$ cat src/rtl/vram_arbiter.sv
// ---------------------------------------------------------------------------
// vram_arbiter
//
// Shares the single VRAM port between the PPU renderer and the CPU-side
// register interface ($2007 traffic). The renderer always wins. A CPU access
// is held in a one-deep buffer and issued in a cycle the renderer leaves
// free. If the renderer is in a visible window for STARVE_LIMIT pending
// cycles, the visible-window block is lifted so the CPU can still get in.
//
// Ports
//   VGA_CLK, reset            clock, asynchronous active-high reset
//   render_active             renderer in a visible-scanline window
//   rnd_req, rnd_addr         renderer read request and address
//   rnd_data, rnd_valid       renderer read data (last cycle's request)
//   cpu_req, cpu_we,          one-cycle CPU access strobe with direction,
//   cpu_addr, cpu_wdata       address and write data
//   cpu_busy                  pending buffer occupied
//   cpu_ack                   one-cycle completion pulse
//   cpu_rdata                 last CPU read data, held until the next read
//   cpu_overrun               sticky: a cpu_req arrived while busy
//   vram_addr, vram_we,       VRAM port; vram_dout is valid one cycle after
//   vram_din, vram_dout       the address is presented
// ---------------------------------------------------------------------------
module vram_arbiter #(
  parameter int ADDR_W       = 16,
  parameter int DATA_W       = 8,
  parameter int STARVE_LIMIT = 32
) (
  input  logic              VGA_CLK,
  input  logic              reset,
  input  logic              render_active,
  input  logic              rnd_req,
  input  logic [ADDR_W-1:0] rnd_addr,
  output logic [DATA_W-1:0] rnd_data,
  output logic              rnd_valid,
  input  logic              cpu_req,
  input  logic              cpu_we,
  input  logic [ADDR_W-1:0] cpu_addr,
  input  logic [DATA_W-1:0] cpu_wdata,
  output logic              cpu_busy,
  output logic              cpu_ack,
  output logic [DATA_W-1:0] cpu_rdata,
  output logic              cpu_overrun,
  output logic [ADDR_W-1:0] vram_addr,
  output logic              vram_we,
  output logic [DATA_W-1:0] vram_din,
  input  logic [DATA_W-1:0] vram_dout
);

  localparam logic [1:0] IDLE = 2'd0;
  localparam logic [1:0] PEND = 2'd1;
  localparam logic [1:0] WAIT = 2'd2;
  localparam logic [1:0] ACK  = 2'd3;

  localparam logic [7:0] LIMIT = 8'(STARVE_LIMIT);

  logic [1:0]        state;
  logic [1:0]        state_nxt;
  logic              buf_we;
  logic [ADDR_W-1:0] buf_addr;
  logic [DATA_W-1:0] buf_wdata;
  logic [7:0]        stall_cnt;
  logic              eligible;
  logic              grant;
  logic              capture;

  // A renderer request always blocks the CPU, even once it is starved; the
  // visible-window block only lifts after LIMIT stalled cycles.
  assign eligible = !rnd_req && (!render_active || (stall_cnt == LIMIT));
  assign grant    = (state == PEND) && eligible;
  assign capture  = cpu_req && ((state == IDLE) || (state == ACK));

  // Next-state logic: the ACK cycle accepts a new request so back-to-back
  // traffic runs at one access every three cycles.
  always_comb begin
    state_nxt = state;
    case (state)
      IDLE:    if (cpu_req) state_nxt = PEND;
      PEND:    if (grant) state_nxt = WAIT;
      WAIT:    state_nxt = ACK;
      ACK:     state_nxt = cpu_req ? PEND : IDLE;
      default: state_nxt = IDLE;
    endcase
  end

  // The async reset on the state register is what drops vram_we at once:
  // grant is decoded from state, so leaving PEND kills the write enable.
  always_ff @(posedge VGA_CLK or posedge reset) begin
    if (reset) state <= IDLE;
    else       state <= state_nxt;
  end

  // One-deep request buffer, loaded only when no access is outstanding.
  always_ff @(posedge VGA_CLK or posedge reset) begin
    if (reset) begin
      buf_we    <= 1'b0;
      buf_addr  <= '0;
      buf_wdata <= '0;
    end else if (capture) begin
      buf_we    <= cpu_we;
      buf_addr  <= cpu_addr;
      buf_wdata <= cpu_wdata;
    end
  end

  // Counts cycles the buffered access has been refused; saturating keeps
  // the starved condition stable until the renderer leaves a gap.
  always_ff @(posedge VGA_CLK or posedge reset) begin
    if (reset) begin
      stall_cnt <= '0;
    end else if (grant || capture) begin
      stall_cnt <= '0;
    end else if ((state == PEND) && (stall_cnt != LIMIT)) begin
      stall_cnt <= stall_cnt + 8'd1;
    end
  end

  // A request while the buffer is occupied is lost; remember that it happened.
  always_ff @(posedge VGA_CLK or posedge reset) begin
    if (reset) begin
      cpu_overrun <= 1'b0;
    end else if (cpu_req && ((state == PEND) || (state == WAIT))) begin
      cpu_overrun <= 1'b1;
    end
  end

  // Read data returns during WAIT and is held for the CPU until the next read.
  always_ff @(posedge VGA_CLK or posedge reset) begin
    if (reset) begin
      cpu_rdata <= '0;
    end else if ((state == WAIT) && !buf_we) begin
      cpu_rdata <= vram_dout;
    end
  end

  // The renderer's data is always one cycle behind its request.
  always_ff @(posedge VGA_CLK or posedge reset) begin
    if (reset) rnd_valid <= 1'b0;
    else       rnd_valid <= rnd_req;
  end

  assign rnd_data  = vram_dout;
  assign cpu_busy  = (state == PEND) || (state == WAIT);
  assign cpu_ack   = (state == ACK);
  assign vram_addr = grant ? buf_addr : rnd_addr;
  assign vram_we   = grant && buf_we;
  assign vram_din  = grant ? buf_wdata : '0;

endmodule

$ cat config.mk
export PLATFORM = sky130hd
export DESIGN_NAME = vram_arbiter
export DESIGN_NICKNAME = d
export VERILOG_FILES = /design/src/rtl/vram_arbiter.sv
export SDC_FILE = /design/constraint.sdc
export NUM_CORES = 1
export LEC_CHECK = 0
export ABC_AREA = 1
export CORE_ASPECT_RATIO = 2
export CORE_MARGIN = 1
export CORE_UTILIZATION = 35
export DETAILED_ROUTE_END_ITERATION = 16
export PLACE_DENSITY = 0.66
export SYNTH_ARGS = -nofsm -noshare
export SYNTH_HDL_FRONTEND = slang
export SYNTH_SLANG_ARGS = --single-unit
$ cat constraint.sdc
create_clock -name VGA_CLK -period 3.1 [get_ports VGA_CLK]
set_input_delay 0.465 -clock VGA_CLK [delete_from_list [all_inputs] [get_ports VGA_CLK]]
set_output_delay 0.465 -clock VGA_CLK [all_outputs]
set_load 0.05 [all_outputs]
# Word level (Yosys, flattened, before mapping)
# Index checks and enable logic that the tools add are counted.
# Widths: inputs -> output; s select.
# op_classes
addsub	1
eq_ne	7
n_mux	8
reduce_logical	17
# op_table
op	n
$mux 8	3
$mux 16	1
$add 8x1->8 const B	1
$eq 8x6->1 const B	1
$ne 8x6->1 const B	1
$pmux 2 s4	1
$logic_and 1x1->1	7
$eq 2x2->1 const B	2
$logic_or 1x1->1	4
$mux 2	2
$ne 2x2->1 const B	2
$logic_not 1->1	3
$eq 2x1->1 const B	1
$logic_not 2->1	1
$reduce_and 2->1	1
$reduce_bool 2->1	1
$mux 1	1
# totals
ff_bits	45
inputBits	54
output_inout_bits	45
wordCells	41

# Logic depth before layout (Yosys ltp)
# Gate-level depths: netlist of run 1.
# depth
ltp_word	6
mapped_depth	11
depth_no_buf	11

# Worst setup path after synthesis of run 1
# No wires, ideal clock.
# synth_timing
kind	reg-to-output
startpoint	register stall_cnt[0]
endpoint	output port vram_addr[13]
arrival_ns	1.881
t_required_ns	2.635
setup_slack_ns	0.754
path_stages_with_launch	10
n_path_buf	1
cell_sequence	dfrtp_1 > inv_1 > ha_1 > nand2_1 > nor2_2 > nand2_2 > nand2_4 > nand3_4 > buf_6 > o21ai_1
# synth_between
elab_chain_cells	5
# synth_lines
element	line	source
from (decl)	62	logic [7:0] stall_cnt;
from (signal assigned)	114	stall_cnt <= stall_cnt + 8'd1;
$eq 8x6->1	69	assign eligible = !rnd_req && (!render_active || (stall_cnt == LIMIT));
$logic_or 1x1->1	69	
$logic_and 1x1->1	69	
$logic_and 1x1->1	70	assign grant = (state == PEND) && eligible;
$mux 16	145	assign vram_addr = grant ? buf_addr : rnd_addr;
to (decl)	44	output logic [ADDR_W-1:0] vram_addr,
# No other way between the ends.

# Worst setup path after layout of run 1
# layout_timing
startpoint	register stall_cnt[0]
endpoint	output port vram_addr[7]
# Same word-level chain as after synthesis.

==> impl_metrics.xml, run 1 <==
<?xml version="1.0" encoding="UTF-8"?>
<metrics>
  <group name="min_path">
    <metric name="hold_path.class" unit="">register to register</metric>
  </group>
  <group name="critical_path">
    <metric name="startpoint_type" unit="">register</metric>
    <metric name="crit_end_category" unit="">output port</metric>
    <metric name="critPathMaxFanout" unit="">42</metric>
    <metric name="worst_ep_required_time" unit="ns">2.63</metric>
    <metric name="startpoint_to_endpoint_class_of_the_critical_path" unit="">register to output port</metric>
    <metric name="worst_ep_arrival_time" unit="ns">2.27</metric>
    <metric name="setup.reg_to_reg.worst_slack" unit="ns">1.04</metric>
  </group>
  <group name="grt">
    <metric name="antenna_violations_before_repair" unit="">0</metric>
    <metric name="global_route_wire_length_before_repair" unit="mm">8.03</metric>
    <metric name="grt_start_max_net_pins" unit="">52</metric>
    <metric name="grt_pass1_vias" unit="">1805</metric>
    <metric name="track_usage" unit="">0.154</metric>
    <metric name="globalRoute.totalOverflow" unit="">0</metric>
  </group>
  <group name="yosys">
    <metric name="synthMuxAreaShare" unit="">0.0388</metric>
    <metric name="synth_area_leader_cell" unit="">sky130_fd_sc_hd__dfrtp_1</metric>
    <metric name="largest_family_of_logic_cells_by_synthesized_area" unit="">simple AND/OR/NAND/NOR gates</metric>
    <metric name="synth-compound-area-share" unit="">0.114</metric>
    <metric name="synthesis.yosys.warnings" unit="">0</metric>
    <metric name="synth.ff_latch_count" unit="">45</metric>
    <metric name="seq_area_frac_synth" unit="">0.485</metric>
    <metric name="synthSimpleGateAreaFrac" unit="">0.187</metric>
    <metric name="netlist_area" unit="sq um">2320</metric>
    <metric name="syn_nets" unit="">329</metric>
    <metric name="synth-adder-area-share" unit="">0.0377</metric>
    <metric name="synthCells" unit="">268</metric>
    <metric name="yosys-top-cells-area" unit="">sky130_fd_sc_hd__dfrtp_1, sky130_fd_sc_hd__nor2_1, sky130_fd_sc_hd__nand2_1, sky130_fd_sc_hd__inv_1, sky130_fd_sc_hd__a21oi_1</metric>
    <metric name="synth.top_cell.area_share" unit="">0.485</metric>
    <metric name="synth_xor_area_frac" unit="">0.0189</metric>
    <metric name="post_synth.cell_area_avg" unit="sq um">8.66</metric>
    <metric name="synth_cell_type_count" unit="">24</metric>
  </group>
  <group name="clock_tree">
    <metric name="post_cts_buffers" unit="">0</metric>
    <metric name="tritoncts" unit="">done</metric>
    <metric name="clk_latency" unit="ns">0.28</metric>
    <metric name="htree_num_levels" unit="">2</metric>
    <metric name="clk_pin_slew" unit="ns">0.07</metric>
    <metric name="cts_inserted_buffers" unit="">5</metric>
    <metric name="number_of_buffers_on_the_longest_clock_path" unit="">2</metric>
    <metric name="cts.repair.resized" unit="">0</metric>
    <metric name="cts.root.buffer_cell" unit="">sky130_fd_sc_hd__clkbuf_16</metric>
    <metric name="cts.sinks" unit="">45</metric>
    <metric name="cts-hold-fix-buffers" unit="">0</metric>
  </group>
  <group name="sta">
    <metric name="report.final.slew_viol_count" unit="">0</metric>
    <metric name="setup_tns" unit="ns">0</metric>
    <metric name="fin_skew" unit="ns">0.00407</metric>
    <metric name="report.final.setup_viol" unit="">0</metric>
    <metric name="worst_pin_slew" unit="ns">0.925</metric>
    <metric name="rsz0062_at_grt" unit="">false</metric>
    <metric name="final_period_minus_worst_setup_slack" unit="ns">2.74</metric>
    <metric name="final_count_of_hold_timing_violations" unit="">0</metric>
    <metric name="maxSlewHeadroom" unit="">0.382</metric>
    <metric name="fmax" unit="MHz">365</metric>
    <metric name="final.period_utilization" unit="">0.883</metric>
  </group>
  <group name="floorplanning">
    <metric name="fp.dieArea" unit="sq um">6980</metric>
    <metric name="die_w" unit="um">59.6</metric>
    <metric name="die-height" unit="um">117</metric>
    <metric name="top_level_ports" unit="">99</metric>
    <metric name="fp.coreArea" unit="sq um">6360</metric>
    <metric name="starting_utilization_of_the_core_area" unit="">0.365</metric>
    <metric name="core.rowCount" unit="">41</metric>
  </group>
  <group name="placement">
    <metric name="place_hpwl" unit="mm">4.05</metric>
    <metric name="place.port_buffers" unit="">98</metric>
    <metric name="globalplace.congestion" unit="">0.800</metric>
  </group>
  <group name="cells_and_area">
    <metric name="multiInputGateArea" unit="sq um">918</metric>
    <metric name="nets" unit="">417</metric>
    <metric name="seqCellArea" unit="sq um">1130</metric>
    <metric name="filler_cell_count" unit="">622</metric>
    <metric name="share_of_cells_above_drive_strength_1" unit="">0.165</metric>
    <metric name="area.growth.synth_to_final" unit="%">47.9</metric>
    <metric name="final_util" unit="">0.540</metric>
    <metric name="num_antenna_cells" unit="">0</metric>
  </group>
  <group name="job">
    <metric name="maxCapViolCount" unit="">0</metric>
  </group>
  <group name="detailed_routing">
    <metric name="first_pass_iters" unit="">4</metric>
    <metric name="drc" unit="">0</metric>
    <metric name="via_density" unit="">4.45</metric>
    <metric name="detail_route.wl_per_cell" unit="um">12.2</metric>
    <metric name="final_antenna_net_count" unit="">0</metric>
    <metric name="drt_wl_total" unit="mm">5.39</metric>
    <metric name="route.vias.total" unit="">1972</metric>
    <metric name="initial_drc_count" unit="">49</metric>
  </group>
  <group name="status">
    <metric name="status" unit="">finished clean</metric>
  </group>
  <group name="power">
    <metric name="report.power.total" unit="mW">3.04</metric>
    <metric name="power_leakage" unit="nW">1.67</metric>
    <metric name="cellPowerDensity" unit="nW/um^2">884</metric>
    <metric name="vdd_drop_max" unit="V">0.000816</metric>
  </group>
</metrics>
## report_power, final
| part | internal (mW) | switching (mW) |
|---|---|---|
| registers | 0.824 | 0.0871 |
| clock network | 0.300 | 0.229 |
| logic | 0.554 | 1.04 |
| total | 1.68 | 1.36 |
## logic make-up after synthesis
logic type | Yosys count
buffers and inverters | 57
and+or+nand+nor | 102
muxes | 8
DFF | 45
adders and majority gates | 7
xor gates and xnor gates | 5
AOI/OAI and AO/OA | 44
## critical path: stages, from the launching register on
cell	delay, ns
sky130_fd_sc_hd__dfrtp_1	0.42
sky130_fd_sc_hd__inv_1	0.07
sky130_fd_sc_hd__ha_1	0.14
sky130_fd_sc_hd__nand2_1	0.06
sky130_fd_sc_hd__nor2_2	0.11
sky130_fd_sc_hd__nand2_2	0.11
sky130_fd_sc_hd__nand2_4	0.09
sky130_fd_sc_hd__nand3_4	0.37
sky130_fd_sc_hd__o21ai_1	0.41
sky130_fd_sc_hd__buf_12	0.18
## cell usage in the layout (no fill, tap or decap), types with 2 or more instances in the layout
cell type / Yosys / routed
sky130_fd_sc_hd__a21oi_1: 26 / 26
sky130_fd_sc_hd__buf_12: 0 / 5
sky130_fd_sc_hd__buf_4: 9 / 21
sky130_fd_sc_hd__clkbuf_16: 0 / 5
sky130_fd_sc_hd__clkdlybuf4s50_1: 0 / 73
sky130_fd_sc_hd__dfrtp_1: 45 / 45
sky130_fd_sc_hd__ha_1: 7 / 7
sky130_fd_sc_hd__inv_1: 39 / 38
sky130_fd_sc_hd__mux2_2: 8 / 8
sky130_fd_sc_hd__nand2_1: 40 / 40
sky130_fd_sc_hd__nand3_1: 10 / 10
sky130_fd_sc_hd__nor2_1: 44 / 44
sky130_fd_sc_hd__nor2_2: 2 / 2
sky130_fd_sc_hd__o21ai_1: 5 / 5
sky130_fd_sc_hd__o21ai_2: 11 / 11
sky130_fd_sc_hd__xor2_1: 5 / 5
## cell usage after synthesis
cell type	instances
sky130_fd_sc_hd__a21o_1	1
sky130_fd_sc_hd__a21oi_1	26
sky130_fd_sc_hd__and3_1	1
sky130_fd_sc_hd__buf_2	5
sky130_fd_sc_hd__buf_4	9
sky130_fd_sc_hd__buf_6	3
sky130_fd_sc_hd__clkbuf_1	1
sky130_fd_sc_hd__dfrtp_1	45
sky130_fd_sc_hd__ha_1	7
sky130_fd_sc_hd__inv_1	39
sky130_fd_sc_hd__mux2_2	8
sky130_fd_sc_hd__nand2_1	40
sky130_fd_sc_hd__nand2_2	1
sky130_fd_sc_hd__nand2_4	1
sky130_fd_sc_hd__nand3_1	10
sky130_fd_sc_hd__nand3_4	1
sky130_fd_sc_hd__nand3b_1	1
sky130_fd_sc_hd__nor2_1	44
sky130_fd_sc_hd__nor2_2	2
sky130_fd_sc_hd__o21ai_0	1
sky130_fd_sc_hd__o21ai_1	5
sky130_fd_sc_hd__o21ai_2	11
sky130_fd_sc_hd__or2_1	1
sky130_fd_sc_hd__xor2_1	5
## per-layer routing
layer	wire, um	share of wire	track usage	vias to the layer above
met1	2120	0.39	0.168	910
met2	2940	0.55	0.285	58
met3	192	0.036	0.0143	9
met4	137	0.025	0.0791	0
li1	-	-	-	995
met5	0	0	0	-
## registers in the layout (all words and copies together) (netlist names)
register and flops:
cpu_overrun 1, buf_we 1, state 2, cpu_rdata 8
buf_wdata 8, rnd_valid 1, buf_addr 16, stall_cnt 8
## per-stage QoR
| step | worst slack [ns] | cells | hold slack [ns] | instance area (sq um) |
|---|---|---|---|---|
| 3_3_place_gp | 0.638 | 435 | 0.441 | 3290 |
| 2_1_floorplan | 0.754 | 268 | 0.481 | 2320 |
| 3_5_place_dp | 0.615 | 435 | 0.451 | 3290 |
| 6_report | 0.362 | 443 | 0.467 | 3430 |
| 5_1_grt | 0.178 | 443 | 0.486 | 3430 |
| 4_1_cts | 0.337 | 443 | 0.469 | 3430 |
## final cells by class
cell class / count / share of cell area
Clock buffer: 5 / 0.0364
Inverter: 39 / 0.0426
Timing Repair Buffer: 99 / 0.288
Clock inverter: 3 / 0.00620
Sequential cell: 45 / 0.328
Tap cell: 86 / 0.0313
Multi-Input combinational cell: 166 / 0.267
## path summary, 6_finish.rpt
check | start | endpoint | cells past startpoint
max in group asynchronous | reset | buf_addr[11] | 2
min | cpu_overrun | cpu_overrun | 1
max | stall_cnt[0] | vram_addr[7] | 9
min reg2reg | cpu_overrun | cpu_overrun | 1
min in group asynchronous | reset | buf_wdata[3] | 2
max reg2reg | stall_cnt[0] | stall_cnt[0] | 9
No activity file was read; power rests on OpenSTA's default activity.
==> inputs of run 2 (changes only) <==
- SLEW_MARGIN: not set -> 20
==> results of run 2 <==
No change in the layout: final DEF, timing and power equal those of run 1.
